**src/rtl/rr_arbiter_4.sv**
```systemverilog
// Four-requester round-robin arbiter with a per-grant hold limit.
// The grant index, valid flag, grant vector and hold counter are all
// registered; the rotating priority search is combinational.
module rr_arbiter_4 #(
    parameter int MAX_HOLD = 8,
    parameter int CNT_W    = 8
) (
    input  logic             clk,
    input  logic             reset,
    input  logic [3:0]       req,
    output logic [3:0]       grant,
    output logic [1:0]       grant_idx,
    output logic             grant_valid,
    output logic [CNT_W-1:0] hold_cnt
);

    typedef enum logic {IDLE = 1'b0, BUSY = 1'b1} state_t;

    localparam logic [CNT_W-1:0] LAST_CNT = CNT_W'(MAX_HOLD - 1);

    state_t           state_q, state_d;
    logic [1:0]       ptr_q, ptr_d;
    logic [1:0]       idx_q, idx_d;
    logic             valid_q, valid_d;
    logic [3:0]       grant_q, grant_d;
    logic [CNT_W-1:0] cnt_q, cnt_d;

    logic [2:0]       pick_all;   // {found, index} searching all requests
    logic [2:0]       pick_oth;   // {found, index} searching non-holders only
    logic [3:0]       others;

    // 2-bit index to one-hot select line.
    function automatic logic [3:0] decode(input logic [1:0] idx);
        decode = 4'b0001 << idx;
    endfunction

    // First set bit scanning start, start+1, ... (mod 4). Scanning from the
    // far end backwards lets the closest candidate overwrite the result.
    function automatic logic [2:0] pick(input logic [1:0] start, input logic [3:0] r);
        logic [1:0] cand;
        pick = 3'b000;
        for (int k = 3; k >= 0; k--) begin
            cand = start + 2'(k);
            if (r[cand]) pick = {1'b1, cand};
        end
    endfunction

    // Priority searches from the rotate pointer.
    always_comb begin
        others   = req & ~decode(idx_q);
        pick_all = pick(ptr_q, req);
        pick_oth = pick(ptr_q, others);
    end

    // Next-state, pointer, holder and hold-counter logic.
    always_comb begin
        state_d = state_q;
        ptr_d   = ptr_q;
        idx_d   = idx_q;
        valid_d = valid_q;
        cnt_d   = cnt_q;
        case (state_q)
            IDLE: begin
                if (pick_all[2]) begin
                    idx_d   = pick_all[1:0];
                    valid_d = 1'b1;
                    cnt_d   = '0;
                    ptr_d   = pick_all[1:0] + 2'd1;
                    state_d = BUSY;
                end
            end
            BUSY: begin
                if (!req[idx_q]) begin
                    // Holder released: hand over back-to-back or go idle.
                    if (pick_all[2]) begin
                        idx_d = pick_all[1:0];
                        cnt_d = '0;
                        ptr_d = pick_all[1:0] + 2'd1;
                    end else begin
                        valid_d = 1'b0;
                        cnt_d   = '0;
                        state_d = IDLE;
                    end
                end else if (cnt_q == LAST_CNT) begin
                    // Hold window exhausted: force a switch if anyone waits.
                    if (pick_oth[2]) begin
                        idx_d = pick_oth[1:0];
                        ptr_d = pick_oth[1:0] + 2'd1;
                    end
                    cnt_d = '0;
                end else begin
                    cnt_d = cnt_q + 1'b1;
                end
            end
            default: state_d = IDLE;
        endcase
        grant_d = valid_d ? decode(idx_d) : 4'b0000;
    end

    // State and output registers with synchronous reset.
    always_ff @(posedge clk) begin
        if (reset) begin
            state_q <= IDLE;
            ptr_q   <= 2'd0;
            idx_q   <= 2'd0;
            valid_q <= 1'b0;
            grant_q <= 4'b0000;
            cnt_q   <= '0;
        end else begin
            state_q <= state_d;
            ptr_q   <= ptr_d;
            idx_q   <= idx_d;
            valid_q <= valid_d;
            grant_q <= grant_d;
            cnt_q   <= cnt_d;
        end
    end

    assign grant       = grant_q;
    assign grant_idx   = idx_q;
    assign grant_valid = valid_q;
    assign hold_cnt    = cnt_q;

endmodule
```
**config.mk**
```make
export PLATFORM = sky130hd
export DESIGN_NAME = rr_arbiter_4
export DESIGN_NICKNAME = d
export VERILOG_FILES = /design/src/rtl/rr_arbiter_4.sv
export SDC_FILE = /design/constraint.sdc
export NUM_CORES = 1
export LEC_CHECK = 0
export CORE_MARGIN = 2
export CORE_UTILIZATION = 35
export DETAILED_ROUTE_END_ITERATION = 7
export PLACE_DENSITY = 0.59
export REMOVE_ABC_BUFFERS = 1
export SETUP_SLACK_MARGIN = 0.05
export SLEW_MARGIN = 20
export SYNTH_ARGS = -nofsm -noshare
export SYNTH_HDL_FRONTEND = slang
export SYNTH_SLANG_ARGS = --single-unit
```
**constraint.sdc**
```tcl
create_clock -name clk -period 2.6 [get_ports clk]
set_clock_uncertainty 0.05 [all_clocks]
set_input_delay 0.26 -clock clk [delete_from_list [all_inputs] [get_ports clk]]
set_output_delay 0.26 -clock clk [all_outputs]
set_load 0.005 [all_outputs]
```
==> results.md, run 1 <==
* Run status: completed
* Post-DP HPWL at 2.357 mm
* Fraction of registers with async set/reset at 0%
* Max H-tree Level at 1
* Die W at 64.03 µm
* Cell area after layout at 1525 µm²
* Post-route clock period utilization at 87.43%
* Total I/O pin count at 21
* Seq/Total Area, Yosys at 28.57%
* Critical path's top delay family: simple AND/OR/NAND/NOR gates
* Post-route ant nets at 0
* Post-Syn Area at 1261 µm²
* Grt total ovfl at 0
* Hold crit path type: reg -> reg
* Share of cells above drive strength 1 at 14.45%
* WL/cell at 14.38 µm
* Met1 WL at 1.472 mm
* Clk buf depth at 2
* VDD IR-drop max at 0.0002671 V
* CTS root buf: clkbuf_4
* # fillers at 341
* Via total after detailed routing at 1177
* Slew Limit Fails at 0
* Synthesized instance count at 156
* WL met3 at 118 µm
* Final Instance Count excl. Fillers at 219
* Remaining DRCs at 0
* CP Max Fanout at 5
* CTS tree: built
* DP Area at 1489 µm²
* Sequential cell fraction of total power at 41.0%
* Pre-antenna DRT Iters at 4
* Total die area at 4100 µm²
* # clock sinks at 18
* Crit path capture type: flop
* Clock transition at the registers of the reported paths at 100 ps
* Critical-path top delay cell: or3b_4
* GRT Util Overall at 16.34%
* Ys flop type: dfxtp_1
* Internal at 574.3 µW
* Chip height at 64.03 µm
* Routed WL at 3.149 mm
* Dpl cells at 215
* WL met2 at 1.528 mm
* Mapped Avg Cell Area at 8.085 µm²
* Port Buffers at 20
* Setup TNS at 0 ps
* N_diodes at 0
* CP required at 2760 ps
* Worst Tran Pin Value at 573.2 ps
* Comb pwr share at 40.4%
* Clock power share at 18.7%
* Rel. slew slack at 61.74%
* Post-CTS setup buffer count at 0
* CP peak stage delay at 450 ps
* Worst path bufs/invs at 0
* Critical path startpoint category: flop
* Iter 0 DRT Violations at 135
* Gp weighted congestion at 0.9207
* Synthesis Warnings at 0
* DR vias/cell at 5.374
* Final min period at 2273 ps
* Initial antenna violation count at 0
* Vias in the first global route at 1215
* Critical path class: reg -> reg
* Crit-path cells: ha_1 -> nor4b_2 -> o2111ai_2 -> or3b_4 -> o21ai_2 -> a32o_2 -> nor3b_1
* # rows at 21
* First-pass GRT wire length at 5.471 mm
* Util after Layout at 45.00%
* Largest net degree at the start of global routing at 17
* Post-synth cell types at 56
* PD cells at 590.6 nW/µm²
* Layout Area Growth over Synthesis at 20.93%
* CTS Hold Bufs at 0
* Max layer used: met4
* Net Sw Power at 326.5 µW
* Final hold vios at 0
* RSZ-0062 raised after global routing: no
* Max Cap Viol at 0
* CP arrival at 2430 ps
* Synthesized flop and latch total at 18
* Core Region at 3390 µm²
* Final WS setup at 326.9 ps
* Pre-CTS setup slack at 47.39 ps
* Nets at 181
* Resized cells post-CTS at 0
* Final setup viols at 0
* Post-synth EDFFs at 0
* Worst-Skew Late Latency at 290 ps
* Starting density of the core at 37.21%
* CTS Buf Count at 3
* Sw Ratio at 36.24%
* P_leak at 0.5693 nW
* Fmax at 0.4399 GHz
sequential cells by signal, summed over array words and instances (netlist names):
name / count
grant: 4
state_q: 1
hold_cnt: 8
grant_idx: 2
ptr_q: 2
grant_valid: 1
through the flow:
stage	hold slack [ps]	power, mW
floorplan	279.1	0.6112
global placement	440.0	0.7274
detailed placement	463.6	0.7386
CTS	482.0	0.9085
global route	538.5	0.9816
finish	474.8	0.9007
synth_stat cells (all sizes together), types with 2 or more instances:
cell     count  area share (%)
inv          7             2.1
nor4b        2             2.4
a21oi       11             4.4
or2          3             1.5
o21ai        9             3.9
nand2        6             1.8
maj3         2             1.7
nor2b        3             1.5
or4          2             1.2
and2b        2             1.2
a31oi        2            0.99
nand4        2             1.5
nor3b        2             1.2
o2111ai      2             1.9
xor2         6             4.2
buf          7             3.3
o221ai       2             1.9
mux2i        3             2.4
nor2        25             8.0
and3         2            0.99
dfxtp       18              29
o2bb2ai      2             1.9
a211oi       2             1.2
clkbuf       3            0.89
nand2b       6             3.0
nand3        4             1.6
or3          2            0.99
path summary, 6_finish.rpt:
kind         slack [ps]                       end                     start  cells after the start
min reg2reg         470  hold_cnt[7]$_SDFFE_PP0P_  hold_cnt[7]$_SDFFE_PP0P_                      2
max reg2reg         330       grant[0]$_SDFF_PP0_  hold_cnt[1]$_SDFFE_PP0P_                      7
min                 470  hold_cnt[7]$_SDFFE_PP0P_  hold_cnt[7]$_SDFFE_PP0P_                      2
max                 330       grant[0]$_SDFF_PP0_  hold_cnt[1]$_SDFFE_PP0P_                      7
logic make-up after synthesis:
group           count (synthesis)  share of synthesized area [%]
simple gates                   68                          31.25
compound gates                 39                          23.11
flops                          18                          28.57
buf+inv                        17                          6.250
xor+xnor                        7                          4.861
mux                             4                          3.274
fa+ha+maj                       3                          2.678
cell type report:
type	instances	area (µm²)	share of cell area [%]
clock buffer	4	36.28	2.379
multi-input combinational	121	822.0	53.90
tap	46	57.56	3.774
timing repair buffer	23	222.7	14.60
inverter	7	26.28	1.723
sequential	18	360.3	23.63
tightest hold or removal path, delay by kind of cell (launching register included):
family             cells  cell delay (ps)
AOI/OAI and AO/OA      2              140
DFF                    1              350
power by group through the flow:
stage                     clock network (mW)  logic, mW  registers (mW)
final                                  0.168      0.364           0.369
after floorplan                            0      0.250           0.361
after CTS                              0.176      0.364           0.368
after global routing                   0.194      0.408           0.380
after detailed placement                   0      0.363           0.375
after global placement                     0      0.353           0.375
routing by layer:
metal	vias up	GRT usage, %
li1	590	-
met1	557	20.69
met2	26	27.47
met3	4	2.641
met4	0	6.522
met5	-	0
cells in the final DEF, fill, tap and decap left out, types with 2 or more instances in the layout:
| cell | n |
|---|---|
| nor2_1 | 24 |
| clkdlybuf4s50_1 | 20 |
| dfxtp_1 | 18 |
| a21oi_1 | 11 |
| o21ai_0 | 8 |
| nand2b_1 | 6 |
| xor2_1 | 6 |
| nand2_1 | 6 |
| inv_1 | 6 |
| nand3_1 | 4 |
| mux2i_1 | 3 |
| nor2b_1 | 3 |
| clkbuf_4 | 3 |
| buf_4 | 3 |
| nor4b_2 | 2 |
| or4_1 | 2 |
| and2b_1 | 2 |
| a31oi_1 | 2 |
| or3_1 | 2 |
| or2_2 | 2 |
| and3_1 | 2 |
| a211oi_1 | 2 |
| nor3b_1 | 2 |
Note: power is estimated with default switching activity, not from simulation.
==> inputs of run 2 (changes only) <==
--- a/config.mk
+++ b/config.mk
@@ -5,10 +5,10 @@
 export SDC_FILE = /design/constraint.sdc
 export NUM_CORES = 1
 export LEC_CHECK = 0
-export CORE_MARGIN = 2
+export CAP_MARGIN = 5
 export CORE_UTILIZATION = 35
 export DETAILED_ROUTE_END_ITERATION = 7
-export PLACE_DENSITY = 0.59
+export PLACE_DENSITY = 0.62
 export REMOVE_ABC_BUFFERS = 1
 export SETUP_SLACK_MARGIN = 0.05
 export SLEW_MARGIN = 20
==> constraint.sdc (replaced) <==
create_clock -name clk -period 1.9 [get_ports clk]
set_clock_uncertainty 0.05 [all_clocks]
set_input_delay 0.19 -clock clk [delete_from_list [all_inputs] [get_ports clk]]
set_output_delay 0.19 -clock clk [all_outputs]
set_load 0.005 [all_outputs]
==> run 2 against run 1 <==
Against the previous run:
- the flow now finishes with violations (negative setup slack)
- sequential cell count unchanged
- core utilization rose by 11 points
- first-iteration DRC count shrank 75%
- fmax increased by 14%
- clock power is 38% higher
- count of clock-buffer cells in the layout did not move
- critical path type unchanged
- routed wire length increased by 17%
- sequential power grew 30%
- total power increased by 58%
==> results.md, run 2 (same netlist as run 1, synthesis figures left out) <==
* # rows at 21 (unchanged)
* RSZ-0062 raised after global routing: yes
* Remaining DRCs at 0 (unchanged)
* PD cells at 751.0 nW/µm² (+27%)
* Grt total ovfl at 0 (unchanged)
* Port Buffers at 20 (unchanged)
* Routed WL at 3.683 mm (+17%)
* CP Max Fanout at 3 (-2)
* Initial antenna violation count at 0 (unchanged)
* Dpl cells at 248 (+15%)
* Critical path class: reg -> reg
* CTS root buf: clkbuf_4
* Pre-antenna DRT Iters at 4 (unchanged)
* Failing checks: negative setup slack
* Starting density of the core at 37.21% (unchanged)
* # clock sinks at 18 (unchanged)
* Clock power share at 16.3% (-2.4 points)
* Internal at 919.2 µW (+60%)
* Sequential cell fraction of total power at 33.8% (-7.2 points)
* Largest net degree at the start of global routing at 11 (-6)
* Crit path capture type: flop
* Area taken by multi-input logic gates at 885.9 µm² (+7.8%)
* Chip height at 62.03 µm (-3.1%)
* Nets at 220 (+22%)
* Iter 0 DRT Violations at 34 (-75%)
* Via total after detailed routing at 1387 (+18%)
* Hold crit path type: in -> reg
* Slew Limit Fails at 0 (unchanged)
* Cell area after layout at 1893 µm² (+24%)
* P_leak at 0.7908 nW (+39%)
* DP Area at 1737 µm² (+17%)
* Worst-Skew Late Latency at 290 ps (about the same)
* First-pass GRT wire length at 5.547 mm (+1.4%)
* Worst R2R Setup Slack at -100 ps (-430 ps)
* Final min period at 1999 ps (-274.1 ps)
* CP arrival at 2190 ps (-240 ps)
* Final Instance Count excl. Fillers at 258 (+18%)
* Worst Tran Pin Value at 342.3 ps (-230.9 ps)
* Commonest non-fill, non-tap cells in the layout: buf_4, nor2_1, clkdlybuf4s50_1
* Final hold vios at 0 (unchanged)
* Net Sw Power at 502.5 µW (+54%)
* Post-DP HPWL at 2.727 mm (+16%)
* Largest register FFs at 8 (unchanged)
* Core Region at 3390 µm² (unchanged)
* Gp weighted congestion at 0.8960 (-2.7%)
* Rel. slew slack at 77.15% (+15 points)
* Critical path startpoint category: flop
* Total I/O pin count at 21 (unchanged)
* Most common cell after layout, fill and taps aside: buf_4
* # fillers at 317 (-7.0%)
* CTS Hold Bufs at 0 (unchanged)
* Post-route clock period utilization at 105.2% (+18 points)
* Total chip power at 1.422 mW (+58%)
* Max H-tree Level at 1 (unchanged)
* Storage cell area at 367.9 µm² (+2.1%)
* CTS tree: built
* CTS Buf Count at 3 (unchanged)
* Vias in the first global route at 1355 (+12%)
* N_diodes at 0 (unchanged)
* Share of cells above drive strength 1 at 36.79% (+22 points)
* Max Cap Viol at 0 (unchanged)
* Layout Area Growth over Synthesis at 50.10%
* WL/cell at 14.28 µm (-0.72%)
* Clock transition at the registers of the reported paths at 100 ps (about the same)
* Post-route ant nets at 0 (unchanged)
* Comb pwr share at 49.9% (+9.5 points)
* Final WS setup at -98.95 ps (-425.9 ps)
* Final setup viols at 8 (+8)
* DR vias/cell at 5.376 (about the same)
* VDD IR-drop max at 0.0004352 V (+63%)
* Clk buf depth at 2 (unchanged)
* Util after Layout at 55.85% (+11 points)
* Sw Ratio at 35.34% (-0.90 points)
* Fmax at 0.5003 GHz (+14%)
* Die W at 62.03 µm (-3.1%)
* Total die area at 3848 µm² (-6.1%)
* CP required at 2090 ps (-670 ps)
* Hold_ws at 416.6 ps (-58.18 ps)
* GRT Util Overall at 19.42% (+3.1 points)
* Run status: finished with violations
[run 2: area by class of cell]
class,count,share of cell area [%]
Sequential cell,18,19.43
Timing Repair Buffer,62,27.43
Tap cell,46,3.040
Multi-Input combinational cell,121,46.79
Clock buffer,4,1.917
Inverter,7,1.388
[run 2: per-stage QoR]
step                      setup slack, ps  TNS [ps]
final                              -98.95    -467.3
after global routing               -213.8     -1418
after CTS                          -69.26    -165.0
after detailed placement           -387.2     -5002
after global placement             -324.3     -4409
after floorplan                    -149.3    -648.0
[run 2: metal layers]
layer | GRT usage, % | share of wire, %
met1 | 20.85 | 41
met2 | 37.23 | 53
met3 | 1.656 | 3.0
met4 | 10.16 | 3.0
met5 | 0 | 0
[run 2: worst paths after layout]
check | depth (start not counted) | start | to
setup / recovery | 7 | hold_cnt[1]$_SDFFE_PP0P_ | ptr_q[1]$_SDFFE_PP0P_
setup reg to reg | 7 | hold_cnt[1]$_SDFFE_PP0P_ | ptr_q[1]$_SDFFE_PP0P_
hold / removal | 5 | req[0] | hold_cnt[0]$_SDFFE_PP0P_
hold reg to reg | 2 | hold_cnt[7]$_SDFFE_PP0P_ | hold_cnt[7]$_SDFFE_PP0P_
[run 2: worst max-delay path, cell delays in order, from the launching register on]
cell and delay [ps]:
dfxtp_2 370, ha_4 140, nor4b_4 250, o2111ai_2 190, or3b_4 440, nor3b_1 170
a21oi_1 180, o211a_1 170
[run 2: what timing repair did]
item / CTS / global route
resized for setup: 16 / 7
pin swaps: 9 / 5
setup buffers: 4 / 3
setup endpoints to repair: 14 / 16
[run 2: power by group through the flow]
stage	logic (mW)	registers (mW)	clock network (mW)
after global routing	0.774	0.487	0.248
after floorplan	0.342	0.494	0
after CTS	0.692	0.479	0.233
final	0.710	0.480	0.232
after global placement	0.624	0.483	0
after detailed placement	0.638	0.483	0
==> RTL change 1 (config.mk and constraints of run 1) <==
Make the reset (`reset`) asynchronous in one clocked block. Comments in the files are not updated.
--- a/src/rtl/rr_arbiter_4.sv
+++ b/src/rtl/rr_arbiter_4.sv
@@ -99,5 +99,5 @@
 
     // State and output registers with synchronous reset.
-    always_ff @(posedge clk) begin
+    always_ff @(posedge clk or posedge reset) begin
         if (reset) begin
             state_q <= IDLE;
Formal check against the unedited RTL: differs if reset is asserted again (counterexample within 4 cycles, from zero or initial values and one cycle with reset high); with reset held inactive, the same outputs for 10 cycles.
==> RTL change 1 against run 1 <==
- die area decreased by 5.0%
- power increased by 50%
- routed wire length decreased by 21%
- worst setup slack improved by 30 ps
- largest power group is now combinational cells
- sequential cell count unchanged
- area after synthesis decreased by 5.4%
- cell count decreased by 11%
- final area decreased by 4.8%
- global-route usage decreased by 2.6 points
- count of clock-buffer cells in the layout decreased by 1
==> RTL change 1: results (changes against run 1) <==
# diodes=0 (unchanged); Max stage delay on crit path=630 ps (+180 ps); FILL cells=334 (-2.1%); share of layout cells above drive strength 1=14.67% (+0.22 points); Area after DPL=1429 um2 (-4.0%); DR pass1 iterations=4 (unchanged); Top FF cell, synth=dfrtp_1; hpwl dp=1.905 mm (-19%); register area share after synthesis=37.74% (+9.2 points); synth top area cells=dfrtp_1 38%, nand2_1 5.7%, o21ai_0 4.6%; P_int=799.5 uW (+39%); Setup WS pre-CTS=159.3 ps (+111.9 ps); crit-path max FO=13 (+8); CTS clk-pin slew, worst paths=100 ps (about the same); first-pass GRT wire length=4.367 mm (-20%); TritonCTS buffer count=3 (unchanged); met2 Usage GRT=24.46% (-3.0 points); Initial DRC Count=41 (-70%); Nets=159 (-12%); count of cell types in the netlist=51 (-8.9%); met3 GRT Util=3.964% (+1.3 points); gr usage total=13.70% (-2.6 points); pin count of the biggest net entering global routing=19 (+2); VDD IR-drop max=0.4008 mV (+50%); Critical Path Slowest Stage Cell=dfrtp_1; GPL Wtd Cong=0.8157 (-11%); WL final=2.499 mm (-21%); asr flop ratio synth=100.0% (+100 points); Worst-Margin Slew=675.6 ps (+102.4 ps); Via Count=1048 (-11%); Root Driver=clkbuf_4; Pleak=0.0005929 uW (+4.1%); Worst Hold Class=input pin to async pin; GRT met1 Usage=15.55% (-5.1 points); Worst Path Arrival=2400 ps (-30 ps); Top delay family on crit path=compound AO/OA/AOI/OAI gates; outcome=complete, no violations; synthesis-to-finish area growth=21.59%; synth warn=0 (unchanged); Post-synth top cells=18 x dfrtp_1, 18 x nand2_1, 11 x o21ai_0
## RTL change 1: metrics by stage
step	std cells	power, uW
2_1_floorplan	124	945.4
3_3_place_gp	193	1216
3_5_place_dp	193	1220
4_1_cts	196	1356
5_1_grt	196	1470
6_report	196	1350
## RTL change 1: area by class of cell
cell class,count,area share [%]
Clock buffer,3,1.552
Inverter,7,1.810
Multi-Input combinational cell,99,46.29
Sequential cell,18,31.03
Tap cell,46,3.966
Timing Repair Buffer,23,15.34
## RTL change 1: path summary, 6_finish.rpt
path | start | endpoint | slack (ps)
min | reset | hold_cnt[6] | 310
max reg2reg | grant_idx[0] | grant[2] | 360
max | grant_idx[0] | grant[2] | 360
min reg2reg | hold_cnt[7] | hold_cnt[7] | 480
min in group clk | hold_cnt[7] | hold_cnt[7] | 480
max in group asynchronous | reset | grant_idx[1] | 1760
## RTL change 1: power by group through the flow
| stage | logic (uW) | clock network, uW | registers (uW) |
|---|---|---|---|
| floorplan | 476 | 0 | 470 |
| global placement | 720 | 0 | 497 |
| detailed placement | 727 | 0 | 493 |
| CTS | 728 | 141 | 487 |
| global route | 809 | 155 | 505 |
| finish | 725 | 135 | 490 |
## RTL change 1: cell families (layout without fill, tap and decap cells)
family                     after synthesis  in the layout  share of synthesized area, %
xor gates and xnor gates                 4              4                         2.936
muxes                                    2              2                         1.782
buffers and inverters                   11             33                         5.975
DFF                                     18             18                         37.74
AOI/OAI and AO/OA                       38             38                         25.26
adders and majority gates                1              1                         1.048
and+or+nand+nor                         54             54                         25.26
## RTL change 1: routing by layer
layer	up-vias	routed length, um
met3	2	110
met4	0	13
li1	524	-
met1	494	1105
met2	28	1270
met5	-	0
==> RTL change 2 (settings of run 1) <==
Made on the original files. Change the parameter `CNT_W` from 8 to 12.
--- a/src/rtl/rr_arbiter_4.sv
+++ b/src/rtl/rr_arbiter_4.sv
@@ -4,5 +4,5 @@
 module rr_arbiter_4 #(
     parameter int MAX_HOLD = 8,
-    parameter int CNT_W    = 8
+    parameter int CNT_W    = 12
 ) (
     input  logic             clk,
Ports: changed (resized hold_cnt); port bits go from 21 to 25. No check against the original RTL was run, so the function may have changed too.
==> RTL change 2 against run 1 <==
- count of clock-buffer cells in the layout fell by 1
- sequential share of layout area is 2.7 points higher
- clock power rose by 23%
- power fell by 10%
- global-route usage fell by 1.2 points
- sequential cell count is 4 higher
- final area rose by 9.7%
- core utilization rose by 0.35 points
- hold slack gained 41 ps
- routed wire length down 3.5%
- area after synthesis up 7.9%
- worst setup slack better by 12 ps
- largest cell class unchanged
==> RTL change 2: results (changes against run 1) <==
Via Count=1229 (+4.4%); VDD IR-drop max=0.1831 mV (-31%); Initial DRC Count=66 (-51%); Setup crit start=grant_idx[0]; Critical Path Slowest Stage Cell=mux4_1; Area after DPL=1632 um2 (+9.6%); Root Driver=clkbuf_8; Metal-1 WL=1.403 mm (-4.7%); crit-path max FO=10 (+5); Pleak=0.0005605 uW (-1.5%); cells on worst reg2reg path=6 (-1); met3 GRT Util=3.066% (+0.43 points); GPL Wtd Cong=0.8385 (-8.9%); GRT met1 Usage=19.01% (-1.7 points); register area share after synthesis=32.35% (+3.8 points); met2 Usage GRT=26.00% (-1.5 points); Largest register FFs=12 (+4); outcome=complete, no violations; first-pass GRT wire length=5.223 mm (-4.5%); wire length on met3=122 um (+3.4%); gr usage total=15.18% (-1.2 points); crit path to=ptr_q[0]; count of cell types in the netlist=51 (-8.9%); Worst Path Arrival=2370 ps (-60 ps); share of layout cells above drive strength 1=11.35% (-3.1 points); Max-slew headroom=67.13% (+5.4 points); Max stage delay on crit path=640 ps (+190 ps); FILL cells=379 (+11%)
## RTL change 2: cell types whose count changed after synthesis, sizes merged, moves of 4 or more
cell,change
dfxtp,+4
nand2,+6
nand3,+4
nor4,+5
nor3,+4
## RTL change 2: cell type report
class	count	area share, %
clock buffer	3	2.468
inverter	5	1.122
multi-input combinational	127	50.34
sequential	22	26.33
tap	48	3.590
timing repair buffer	28	16.16
## RTL change 2: report_power, final
group / total, uW / leakage [uW] / internal [uW] / switching (uW)
Clock: 206 / 0.0000216 / 103 / 102
Combinational: 212 / 0.000359 / 111 / 102
Sequential: 389 / 0.000180 / 356 / 33.0
## RTL change 2: cell families (layout without fill, tap and decap cells)
group | after synthesis | in the layout | synth area share [%]
AOI/OAI and AO/OA | 34 | 34 | 19.21
xor gates and xnor gates | 9 | 9 | 5.790
adders and majority gates | 1 | 1 | 0.9190
buffers and inverters | 16 | 36 | 5.791
DFF | 22 | 22 | 32.35
muxes | 2 | 2 | 2.758
and+or+nand+nor | 81 | 81 | 33.18
## RTL change 2: worst min path at each step
stage	startpoint	to	slack, ps	cells after the start
final	hold_cnt[11]	hold_cnt[11]	520	2
after global placement	hold_cnt[1]	hold_cnt[1]	490	2
after floorplan	reset	grant[2]	280	1
after CTS	hold_cnt[11]	hold_cnt[11]	520	2
after global routing	hold_cnt[11]	hold_cnt[11]	550	2
after detailed placement	hold_cnt[11]	hold_cnt[11]	510	2
## RTL change 2: per-stage QoR
step	std cells	utilization, %	hold slack [ps]
finish	233	45.35	515.5
global route	233	45.35	547.1
CTS	233	45.35	520.2
detailed placement	230	44.23	506.4
global placement	230	44.23	491.6
floorplan	154	-	281.0
## RTL change 2: critical path: cells and delay by family, from the launching register on
family / cells / cell delay, ps
simple gates: 3 / 640
compound gates: 2 / 240
mux: 1 / 640
flops: 1 / 580
